<file path="config.mk">
export PLATFORM = sky130hd
export DESIGN_NAME = usb_seq
export DESIGN_NICKNAME = d
export VERILOG_FILES = /design/src/rtl/usb_seq.sv
export SDC_FILE = /design/constraint.sdc
export NUM_CORES = 1
export LEC_CHECK = 0
export BUFFER_PORTS_ARGS = -buffer_cell sky130_fd_sc_hd__buf_4
export CORE_MARGIN = 5
export CORE_UTILIZATION = 60
export CTS_BUF_LIST = sky130_fd_sc_hd__clkbuf_4
export DETAILED_ROUTE_END_ITERATION = 7
export PLACE_DENSITY = 0.88
export SYNTH_ARGS = -nofsm -noshare
export SYNTH_HDL_FRONTEND = slang
export SYNTH_SLANG_ARGS = --single-unit
</file>
<file path="constraint.sdc">
create_clock -name clk -period 5.1 [get_ports clk]
set_input_delay 1.275 -clock clk [delete_from_list [all_inputs] [get_ports clk]]
set_output_delay 1.275 -clock clk [all_outputs]
set_load 0.03 [all_outputs]
</file>
<file path="src/rtl/usb_seq.sv">
// usb_seq: transaction sequencer that owns the USB device core register bus,
// answers tokens with data packets or handshakes, and exposes four CPU registers.
module usb_seq #(
  parameter logic [9:0] MAXPKT = 10'd66,
  parameter logic [9:0] HSTO   = 10'd400
) (
  input  logic        clk,
  input  logic        reset,
  input  logic        sel,
  input  logic        r,
  input  logic [1:0]  addr,
  input  logic [1:0]  w,
  input  logic [15:0] din,
  output logic [15:0] dout,
  output logic        intreq,
  output logic        usel,
  output logic        ur,
  output logic [1:0]  uaddr,
  output logic [1:0]  uw,
  output logic [15:0] udout,
  input  logic [15:0] udin,
  input  logic        uint,
  output logic        uintack
);

  typedef enum logic [2:0] {
    S_IDLE, S_STAT, S_WDMA, S_WCMD, S_RDLEN, S_WSENT, S_WHS
  } state_t;

  localparam logic [15:0] CMD_ACK = 16'h2800;
  localparam logic [15:0] CMD_NAK = 16'hA800;

  state_t      state_reg, state_next;
  logic [15:0] cmd_reg, cmd_next;
  logic        dma_tx_reg, dma_tx_next;
  logic        sent_reg, sent_next;
  logic        in_data_reg, in_data_next;
  logic        from_whs_reg;
  logic [9:0]  hs_cnt_reg;
  logic        txarm_reg, rxarm_reg, txtog_reg, rxtog_reg;
  logic        setup_reg, rxdone_reg, txdone_reg, setup_rx_reg;
  logic [15:0] txaddr_reg, rxaddr_reg;
  logic [9:0]  txlen_reg, rxlen_reg;
  logic        hw_setup, hw_rx_accept, hw_tx_ack;
  logic [3:0]  spid;
  logic        sok;
  logic        wr_lo, wr_hi;
  logic        unused_ok;

  assign spid      = udin[15:12];
  assign sok       = udin[11];
  assign wr_lo     = sel & w[0];
  assign wr_hi     = sel & w[1];
  assign intreq    = txdone_reg | rxdone_reg | setup_reg;
  assign unused_ok = ^{r, udin[10]};

  always_comb begin
    dout = 16'h0000;
    if (sel) begin
      case (addr)
        2'd0: dout = {state_reg, 6'b0, setup_reg, rxdone_reg, txdone_reg,
                      rxtog_reg, txtog_reg, rxarm_reg, txarm_reg};
        2'd1: dout = txaddr_reg;
        2'd2: dout = rxaddr_reg;
        default: dout = {6'b0, rxlen_reg};
      endcase
    end
  end

  always_comb begin
    state_next   = state_reg;
    cmd_next     = cmd_reg;
    dma_tx_next  = dma_tx_reg;
    sent_next    = sent_reg;
    in_data_next = in_data_reg;
    usel         = 1'b0;
    ur           = 1'b0;
    uw           = 2'b00;
    uaddr        = 2'd0;
    udout        = 16'h0000;
    uintack      = 1'b0;
    hw_setup     = 1'b0;
    hw_rx_accept = 1'b0;
    hw_tx_ack    = 1'b0;
    case (state_reg)
      S_IDLE: if (uint) state_next = S_STAT;
      S_STAT: begin
        usel       = 1'b1;
        ur         = 1'b1;
        uintack    = 1'b1;
        state_next = S_IDLE;
        if (from_whs_reg && spid == 4'b0010 && sok) begin
          hw_tx_ack = txarm_reg;
        end else if (spid[2:0] == 3'b011) begin
          if (sok) begin
            sent_next    = 1'b1;
            in_data_next = 1'b0;
            if (rxarm_reg || setup_rx_reg) begin
              cmd_next   = CMD_ACK;
              // a toggle mismatch is a retransmission: acknowledge, keep the old data
              state_next = (spid[3] == rxtog_reg) ? S_RDLEN : S_WCMD;
            end else begin
              cmd_next   = CMD_NAK;
              state_next = S_WCMD;
            end
          end
        end else if (spid == 4'b0001 || spid == 4'b1101) begin
          hw_setup     = (spid == 4'b1101);
          cmd_next     = {6'b0, MAXPKT};
          dma_tx_next  = 1'b0;
          sent_next    = 1'b0;
          in_data_next = 1'b0;
          state_next   = S_WDMA;
        end else if (spid == 4'b1001) begin
          sent_next = 1'b1;
          if (txarm_reg) begin
            cmd_next     = {txtog_reg, 3'b011, 1'b1, 1'b0, txlen_reg};
            dma_tx_next  = 1'b1;
            in_data_next = 1'b1;
            state_next   = S_WDMA;
          end else begin
            cmd_next     = CMD_NAK;
            in_data_next = 1'b0;
            state_next   = S_WCMD;
          end
        end
      end
      S_WDMA: begin
        usel       = 1'b1;
        uw         = 2'b11;
        uaddr      = 2'd2;
        udout      = dma_tx_reg ? txaddr_reg : rxaddr_reg;
        state_next = S_WCMD;
      end
      S_WCMD: begin
        usel       = 1'b1;
        uw         = 2'b11;
        uaddr      = 2'd0;
        udout      = cmd_reg;
        state_next = sent_reg ? S_WSENT : S_IDLE;
      end
      S_RDLEN: begin
        usel         = 1'b1;
        ur           = 1'b1;
        uaddr        = 2'd2;
        hw_rx_accept = 1'b1;
        state_next   = S_WCMD;
      end
      S_WSENT: begin
        if (uint) begin
          usel       = 1'b1;
          ur         = 1'b1;
          uintack    = 1'b1;
          state_next = in_data_reg ? S_WHS : S_IDLE;
        end
      end
      S_WHS: begin
        if (uint)                    state_next = S_STAT;
        else if (hs_cnt_reg == 10'd0) state_next = S_IDLE;
      end
      default: state_next = S_IDLE;
    endcase
  end

  always_ff @(posedge clk or negedge reset) begin
    if (!reset) begin
      state_reg    <= S_IDLE;
      cmd_reg      <= 16'h0000;
      dma_tx_reg   <= 1'b0;
      sent_reg     <= 1'b0;
      in_data_reg  <= 1'b0;
      from_whs_reg <= 1'b0;
      hs_cnt_reg   <= 10'd0;
    end else begin
      state_reg   <= state_next;
      cmd_reg     <= cmd_next;
      dma_tx_reg  <= dma_tx_next;
      sent_reg    <= sent_next;
      in_data_reg <= in_data_next;
      // STAT lasts one cycle, so this records where it was entered from
      if (state_reg != S_STAT) from_whs_reg <= (state_reg == S_WHS);
      if (state_reg == S_WSENT && state_next == S_WHS)
        hs_cnt_reg <= HSTO;
      else if (state_reg == S_WHS && hs_cnt_reg != 10'd0)
        hs_cnt_reg <= hs_cnt_reg - 10'd1;
    end
  end

  always_ff @(posedge clk or negedge reset) begin
    if (!reset) begin
      txarm_reg    <= 1'b0;
      rxarm_reg    <= 1'b0;
      txtog_reg    <= 1'b0;
      rxtog_reg    <= 1'b0;
      setup_reg    <= 1'b0;
      rxdone_reg   <= 1'b0;
      txdone_reg   <= 1'b0;
      setup_rx_reg <= 1'b0;
      txaddr_reg   <= 16'h0000;
      rxaddr_reg   <= 16'h0000;
      txlen_reg    <= 10'd0;
      rxlen_reg    <= 10'd0;
    end else begin
      if (wr_lo && addr == 2'd0 && din[0])      txarm_reg <= 1'b1;
      else if (wr_hi && addr == 2'd0 && din[8]) txarm_reg <= 1'b0;
      else if (hw_tx_ack)                       txarm_reg <= 1'b0;

      if (wr_lo && addr == 2'd0 && din[1])      rxarm_reg <= 1'b1;
      else if (wr_hi && addr == 2'd0 && din[9]) rxarm_reg <= 1'b0;
      else if (hw_rx_accept)                    rxarm_reg <= 1'b0;

      if (hw_tx_ack)                     txtog_reg <= ~txtog_reg;
      else if (hw_setup)                 txtog_reg <= 1'b1;
      else if (wr_lo && addr == 2'd0)    txtog_reg <= din[2];

      if (hw_rx_accept)                  rxtog_reg <= ~rxtog_reg;
      else if (hw_setup)                 rxtog_reg <= 1'b0;
      else if (wr_lo && addr == 2'd0)    rxtog_reg <= din[3];

      // hardware set wins over a simultaneous write-1-clear
      if (hw_setup)                              setup_reg  <= 1'b1;
      else if (wr_lo && addr == 2'd0 && din[6])  setup_reg  <= 1'b0;
      if (hw_rx_accept)                          rxdone_reg <= 1'b1;
      else if (wr_lo && addr == 2'd0 && din[5])  rxdone_reg <= 1'b0;
      if (hw_tx_ack)                             txdone_reg <= 1'b1;
      else if (wr_lo && addr == 2'd0 && din[4])  txdone_reg <= 1'b0;

      if (hw_setup)          setup_rx_reg <= 1'b1;
      else if (hw_rx_accept) setup_rx_reg <= 1'b0;

      if (hw_rx_accept) rxlen_reg <= udin[9:0] - rxaddr_reg[9:0];

      if (wr_lo && addr == 2'd1) txaddr_reg[7:0]  <= din[7:0];
      if (wr_hi && addr == 2'd1) txaddr_reg[15:8] <= din[15:8];
      if (wr_lo && addr == 2'd2) rxaddr_reg[7:0]  <= din[7:0];
      if (wr_hi && addr == 2'd2) rxaddr_reg[15:8] <= din[15:8];
      if (wr_lo && addr == 2'd3) txlen_reg[7:0]   <= din[7:0];
      if (wr_hi && addr == 2'd3) txlen_reg[9:8]   <= din[9:8];
    end
  end

endmodule

</file>
==> run_results.csv, run 1 <==
group,metric,value,unit
run,cap_violations,0,
sta,final-hold-violation-count,0,
sta,relSlewSlack,27.8,%
route,routedWlPerCell,17.9,um
power_and_ir_drop,total_power,0.00262,W
setup_path,crit_fanout,20,
clock_network,cts-root-buf,"clkbuf_4",
sta,finalCritPeriodShare,77.0,%
sta,fin_hold_ws,0.496,ns
clock_network,cts.sinks,88,
global_routing,grt_pass1_wl,19.5,mm
sta,layout_min_cycle_time,3.93,ns
floorplanning,initial_core_util,61.4,%
synthesis,post_synth_num_cell_types,59,
floorplanning,dieArea,0.0103,mm2
synthesis,ys_warn_count,0,
sta,setup_viol,0,
setup_path,path_buf_inv,2,
setup_path,cp.arrival,2.65,ns
setup_path,worst_path_dominant_cell_family,"simple AND/OR/NAND/NOR gates",
power_and_ir_drop,peakVddDrop,0.188,mV
setup_path,required,3.83,ns
place,place_area,0.00564,mm2
setup_path,crit_slowest_cell,"nor2b_1",
clock_network,cts-buffers-inserted,9,
global_routing,grt_pass1_vias,4010,
global_routing,antenna_found_initial,0,
final_layout,syn2layout_area_growth,14.9,%
floorplanning,io_pins,81,
global_routing,grt_max_degree,89,
global_routing,gr-total-overflow,0,
power_and_ir_drop,leakage,2.68,nW
floorplanning,dieWidth,101,um
place,dpl.hpwl,8.89,mm
sta,worst_pin_slew,1.08,ns
synthesis,syn-cell-area,0.00502,mm2
final_layout,nNetsFinal,611,
sta,setup_tns,0,ns
final_layout,n_antenna_cell,0,
clock_network,ctsHoldBuffers,0,
final_layout,fill_cells,607,
route,postRouteAntennaNets,0,
global_routing,track_usage,24.1,%
synthesis,avgSynthCellArea,10.2,um2
sta,fmax,0.255,GHz
clock_network,cts-htree-levels,3,
power_and_ir_drop,powerDensity,454,mW/mm2
route,route.detailed.drc,0,
place,port_buffers,77,
place,gp_congestion,0.836,
final_layout,drive_above_1_share,26.6,%
synthesis,ys_seq_elements,88,
setup_path,cp-end-kind,"output pin",
route,first_pass_iters,8,
synthesis,yosysSeqAreaShare,43.9,%
route,drt_wl_total,11.9,mm
floorplanning,fp-row-count,33,
setup_path,startpoint_type,"primary input",
route,via_count,4060,
synthesis,synth_top_flop_cell,"dfrtp_1",
clock_network,postCtsSetupBuffers,0,
final_layout,multi_input_area,0.00263,mm2
synthesis,synth_cells,493,
synthesis,async_flop_share,100,%
route,drt-initial-drc-count,212,
sta,slew_violations,0,
clock_network,clock_path_buffers,2,
run_status,status,"finished, final reports clean",
sta,rsz0062_at_grt,"false",
clock_network,clk_pin_slew,0.13,ns
setup_path,crit_path_cell_trace,"buf_4 > nor2b_1 > a22oi_1 > nor2b_1 > buf_4",
worst_hold_path,min_path_type,"flop to flop",
setup_path,timing_worst_setup_path_type,"primary input to output pin",
clock_network,worstSkewPairLatency,0.43,ns
clock_network,cts_tree,"done",
clock_network,cts_resized,0,
floorplanning,die_h,101,um
setup_path,max_stage_delay,0.60,ns
final_layout,regArea,0.00220,mm2
synthesis,synth-edff-count,0,
sta,worst_clock_skew,0.0153,ns
route,avgViaCountPerCell,6.08,
final_layout,fin_area,0.00577,mm2
floorplanning,core-area,0.00818,mm2
synthesis,synth.net_count,545,
[synth_stat cells (all sizes together) (5+ instances only)]
| library cell | count | area (um2) |
|---|---|---|
| nand2 | 37 | 139 |
| clkbuf | 11 | 41.3 |
| and2 | 12 | 75.1 |
| buf | 14 | 73.8 |
| o21ai | 25 | 125 |
| inv | 21 | 78.8 |
| dfrtp | 88 | 2200 |
| nand4 | 8 | 50.1 |
| mux2i | 21 | 210 |
| a21oi | 26 | 130 |
| xor2 | 6 | 52.6 |
| a22oi | 8 | 60.1 |
| mux4 | 7 | 158 |
| ha | 10 | 125 |
| nand3 | 13 | 65.1 |
| o21a | 7 | 52.6 |
| mux2 | 43 | 484 |
| nor3 | 13 | 70.1 |
| o31ai | 7 | 52.6 |
| a22o | 8 | 70.1 |
| a21o | 5 | 37.5 |
| nor2 | 38 | 150 |
| nand2b | 5 | 38.8 |
| nor2b | 16 | 100 |
[kinds of logic (layout without fill, tap and decap cells)]
kind of cell / after synthesis / after routing / synth area share, %
and+or+nand+nor: 164 / 164 / 17.5
AOI/OAI and AO/OA: 106 / 106 / 13.8
DFF: 88 / 88 / 43.9
muxes: 71 / 71 / 17.0
buffers and inverters: 46 / 116 / 3.86
adders and majority gates: 11 / 11 / 2.89
xor gates and xnor gates: 6 / 6 / 1.05
other: 1 / 1 / 0.0747
[layer usage]
metal | track usage (%) | vias up | wire length (um)
met3 | 2.89 | 12 | 717
met5 | 0 | - | 0
met4 | 7.98 | 0 | 138
li1 | - | 1907 | -
met2 | 41.4 | 130 | 6090
met1 | 31.9 | 2011 | 4990
[worst min-delay path: cells and delay by family (launching register included)]
| kind | cells | cell delay, ns |
|---|---|---|
| flops | 1 | 0.37 |
| simple gates | 1 | 0.05 |
| compound gates | 1 | 0.06 |
[cells in the final DEF, fill, tap and decap left out, drive strengths merged, types with 8 or more instances in the layout]
| cell | Yosys | layout |
|---|---|---|
| dfrtp | 88 | 88 |
| buf | 14 | 80 |
| mux2 | 43 | 43 |
| nor2 | 38 | 38 |
| nand2 | 37 | 37 |
| a21oi | 26 | 26 |
| o21ai | 25 | 25 |
| inv | 21 | 21 |
| mux2i | 21 | 21 |
| nor2b | 16 | 16 |
| nand3 | 13 | 13 |
| nor3 | 13 | 13 |
| and2 | 12 | 12 |
| clkbuf | 11 | 11 |
| ha | 10 | 10 |
| a22oi | 8 | 8 |
| nand4 | 8 | 8 |
| a22o | 8 | 8 |
[area by class of cell]
type,count,area share (%)
well taps,105,2.28
clock buffers,11,1.43
flip-flops and latches,88,38.2
clock inverters,4,0.803
repair buffers,80,10.4
inverters,21,1.37
multi-input cells,359,45.5
[per-stage QoR]
step	setup WS, ns	utilization [%]	std cells
finish	1.17	70.5	668
global route	1.02	70.5	668
CTS	1.19	70.5	668
detailed placement	1.20	69.0	653
global placement	1.20	69.0	653
floorplan	1.47	-	493
[worst paths after layout]
| check | from | end | slack [ns] | depth (start not counted) |
|---|---|---|---|---|
| setup / recovery | addr[0] | dout[7] | 1.17 | 5 |
| hold / removal | rxlen_reg[3]$_DFFE_PN0P_ | rxlen_reg[3]$_DFFE_PN0P_ | 0.50 | 2 |
| setup reg to reg | rxaddr_reg[1]$_DFFE_PN0P_ | rxlen_reg[9]$_DFFE_PN0P_ | 2.78 | 7 |
| hold reg to reg | rxlen_reg[3]$_DFFE_PN0P_ | rxlen_reg[3]$_DFFE_PN0P_ | 0.50 | 2 |
| max in group asynchronous | reset | txlen_reg[7]$_DFFE_PN0P_ | 3.37 | 1 |
| min in group asynchronous | reset | hs_cnt_reg[9]$_DFFE_PN0P_ | 1.02 | 1 |
[power breakdown]
| part | switching (W) | internal (W) | leakage (nW) |
|---|---|---|---|
| clock | 0.000226 | 0.000156 | 0.0704 |
| sequential | 0.000229 | 0.000902 | 1.06 |
| combinational | 0.000609 | 0.000495 | 1.54 |
No activity file was read; power rests on OpenSTA's default activity.
==> inputs of run 2 (changes only) <==
CORE_UTILIZATION = 53   (was 60)
PLACE_DENSITY = 0.83   (was 0.88)
clock period = 3.4 ns   (was 5.1 ns; I/O delays follow)
==> run_results.csv, run 2 (synthesis results as in run 1) <==
group,metric,value,unit
power_and_ir_drop,total_power,0.00408,W
power_and_ir_drop,leakage,2.72,nW
floorplanning,fp-row-count,35,
sta,final-hold-violation-count,0,
sta,relSlewSlack,36.6,%
final_layout,drive_above_1_share,27.7,%
setup_path,crit_path_cell_trace,"nand2b_1 > inv_1 > or3_1 > buf_4",
setup_path,reg2reg_depth,7,
sta,layout_min_cycle_time,3.06,ns
run,cap_violations,0,
clock_network,cts_tree,"done",
sta,rsz0062_at_grt,"false",
global_routing,grt_pass1_wl,21.0,mm
sta,worst_clock_skew,0.0193,ns
final_layout,final_common_cell,"dfrtp_1",
floorplanning,dieWidth,107,um
setup_path,r2r_slack,1.09,ns
route,via_count,4126,
sta,setup_tns,0,ns
sta,setup_viol,0,
global_routing,track_usage,23.0,%
sta,fmax,0.327,GHz
clock_network,cts_resized,0,
route,postRouteAntennaNets,0,
setup_path,path_buf_inv,2,
route,drt-initial-drc-count,394,
route,drt_wl_total,12.7,mm
power_and_ir_drop,peakVddDrop,0.366,mV
run_status,status,"finished, final reports clean",
worst_hold_path,min_path_type,"primary input to async pin",
floorplanning,initial_core_util,54.3,%
setup_path,crit_slowest_cell,"dfrtp_1",
setup_path,timing.rr.start,"rxaddr_reg[1]$_DFFE_PN0P_",
sta,worst_pin_slew,0.938,ns
floorplanning,die_h,107,um
clock_network,postCtsSetupBuffers,0,
clock_network,clock_path_buffers,2,
setup_path,required,2.55,ns
setup_path,r2r_end,"rxlen_reg[9]$_DFFE_PN0P_",
sta,slew_violations,0,
place,place_area,0.00571,mm2
place,dpl.hpwl,9.53,mm
route,avgViaCountPerCell,5.90,
final_layout,fin_area,0.00588,mm2
clock_network,worstSkewPairLatency,0.43,ns
setup_path,worst_path_dominant_cell_family,"simple AND/OR/NAND/NOR gates",
clock_network,cts-buffers-inserted,9,
setup_path,max_stage_delay,0.61,ns
route,first_pass_iters,5,
setup_path,startpoint_type,"flop",
global_routing,antenna_found_initial,0,
final_layout,final_cell_mix,"dfrtp_1, buf_4, mux2_2",
global_routing,grt_max_degree,60,
floorplanning,dieArea,0.0115,mm2
final_layout,fill_cells,731,
floorplanning,core-area,0.00924,mm2
clock_network,clk_pin_slew,0.14,ns
setup_path,cp-end-kind,"output pin",
place,gp_congestion,0.888,
setup_path,timing_worst_setup_path_type,"flop to output pin",
clock_network,ctsHoldBuffers,0,
global_routing,grt_pass1_vias,4257,
final_layout,syn2layout_area_growth,17.1,%
clock_network,cts-root-buf,"clkbuf_4",
setup_path,cp.arrival,2.21,ns
setup_path,crit_fanout,13,
final_layout,nNetsFinal,617,
clock_network,cts-htree-levels,3,
sta,finalCritPeriodShare,89.9,%
global_routing,gr-total-overflow,0,
power_and_ir_drop,powerDensity,694,mW/mm2
place,port_buffers,77,
route,route.detailed.drc,0,
floorplanning,io_pins,81,
final_layout,n_antenna_cell,0,
clock_network,cts.sinks,88,
route,routedWlPerCell,18.2,um
## run 2: cell count changes in the layout (fill, tap and decap cells not counted)
cell,previous run,this run
buf_4,80,86
bufinv_16,1,2
clkbuf_4,11,10
clkinv_1,1,0
clkinv_2,1,0
clkinv_4,0,1
clkinvlp_4,1,2
inv_6,0,1
## run 2: final cells by class
class | count | area, um2 | area share (%)
Clock buffer | 10 | 75.1 | 1.28
Clock inverter | 6 | 92.6 | 1.57
Sequential cell | 88 | 2200 | 37.4
Timing Repair Buffer | 86 | 646 | 11.0
Multi-Input combinational cell | 359 | 2630 | 44.6
Inverter | 21 | 78.8 | 1.34
Tap cell | 129 | 161 | 2.74
## run 2: report_power, final
group	switching, W	internal [W]
Combinational	0.000959	0.000756
Sequential	0.000332	0.00135
Clock	0.000368	0.000310
Total	0.00166	0.00242
## run 2: per-layer routing
metal	routed length (um)	track usage [%]	vias up	share of wire (%)
met5	0	0	-	0
li1	-	-	1923	-
met4	223	7.03	0	1.7
met1	5240	29.7	2044	41
met2	6520	39.6	135	51
met3	762	3.90	24	6.0
## run 2: metrics by stage
| step | setup WS, ns | util (%) | hold WS (ns) | std cells |
|---|---|---|---|---|
| after CTS | 0.334 | 63.6 | 0.477 | 699 |
| after detailed placement | 0.500 | 61.8 | 0.466 | 683 |
| after floorplan | 0.623 | - | 0.443 | 493 |
| final | 0.344 | 63.6 | 0.457 | 699 |
| after global placement | 0.520 | 61.8 | 0.458 | 683 |
| after global routing | 0.182 | 63.6 | 0.493 | 699 |
## run 2: worst max path at each step
stage / end / depth (start not counted) / start / slack, ns
after floorplan: dout[7] / 5 / addr[0] / 0.62
after global placement: dout[1] / 4 / addr[0] / 0.52
final: usel / 4 / state_reg[2]$_DFF_PN0_ / 0.34
after global routing: usel / 4 / state_reg[2]$_DFF_PN0_ / 0.18
after CTS: usel / 4 / state_reg[2]$_DFF_PN0_ / 0.33
after detailed placement: dout[1] / 4 / addr[0] / 0.50
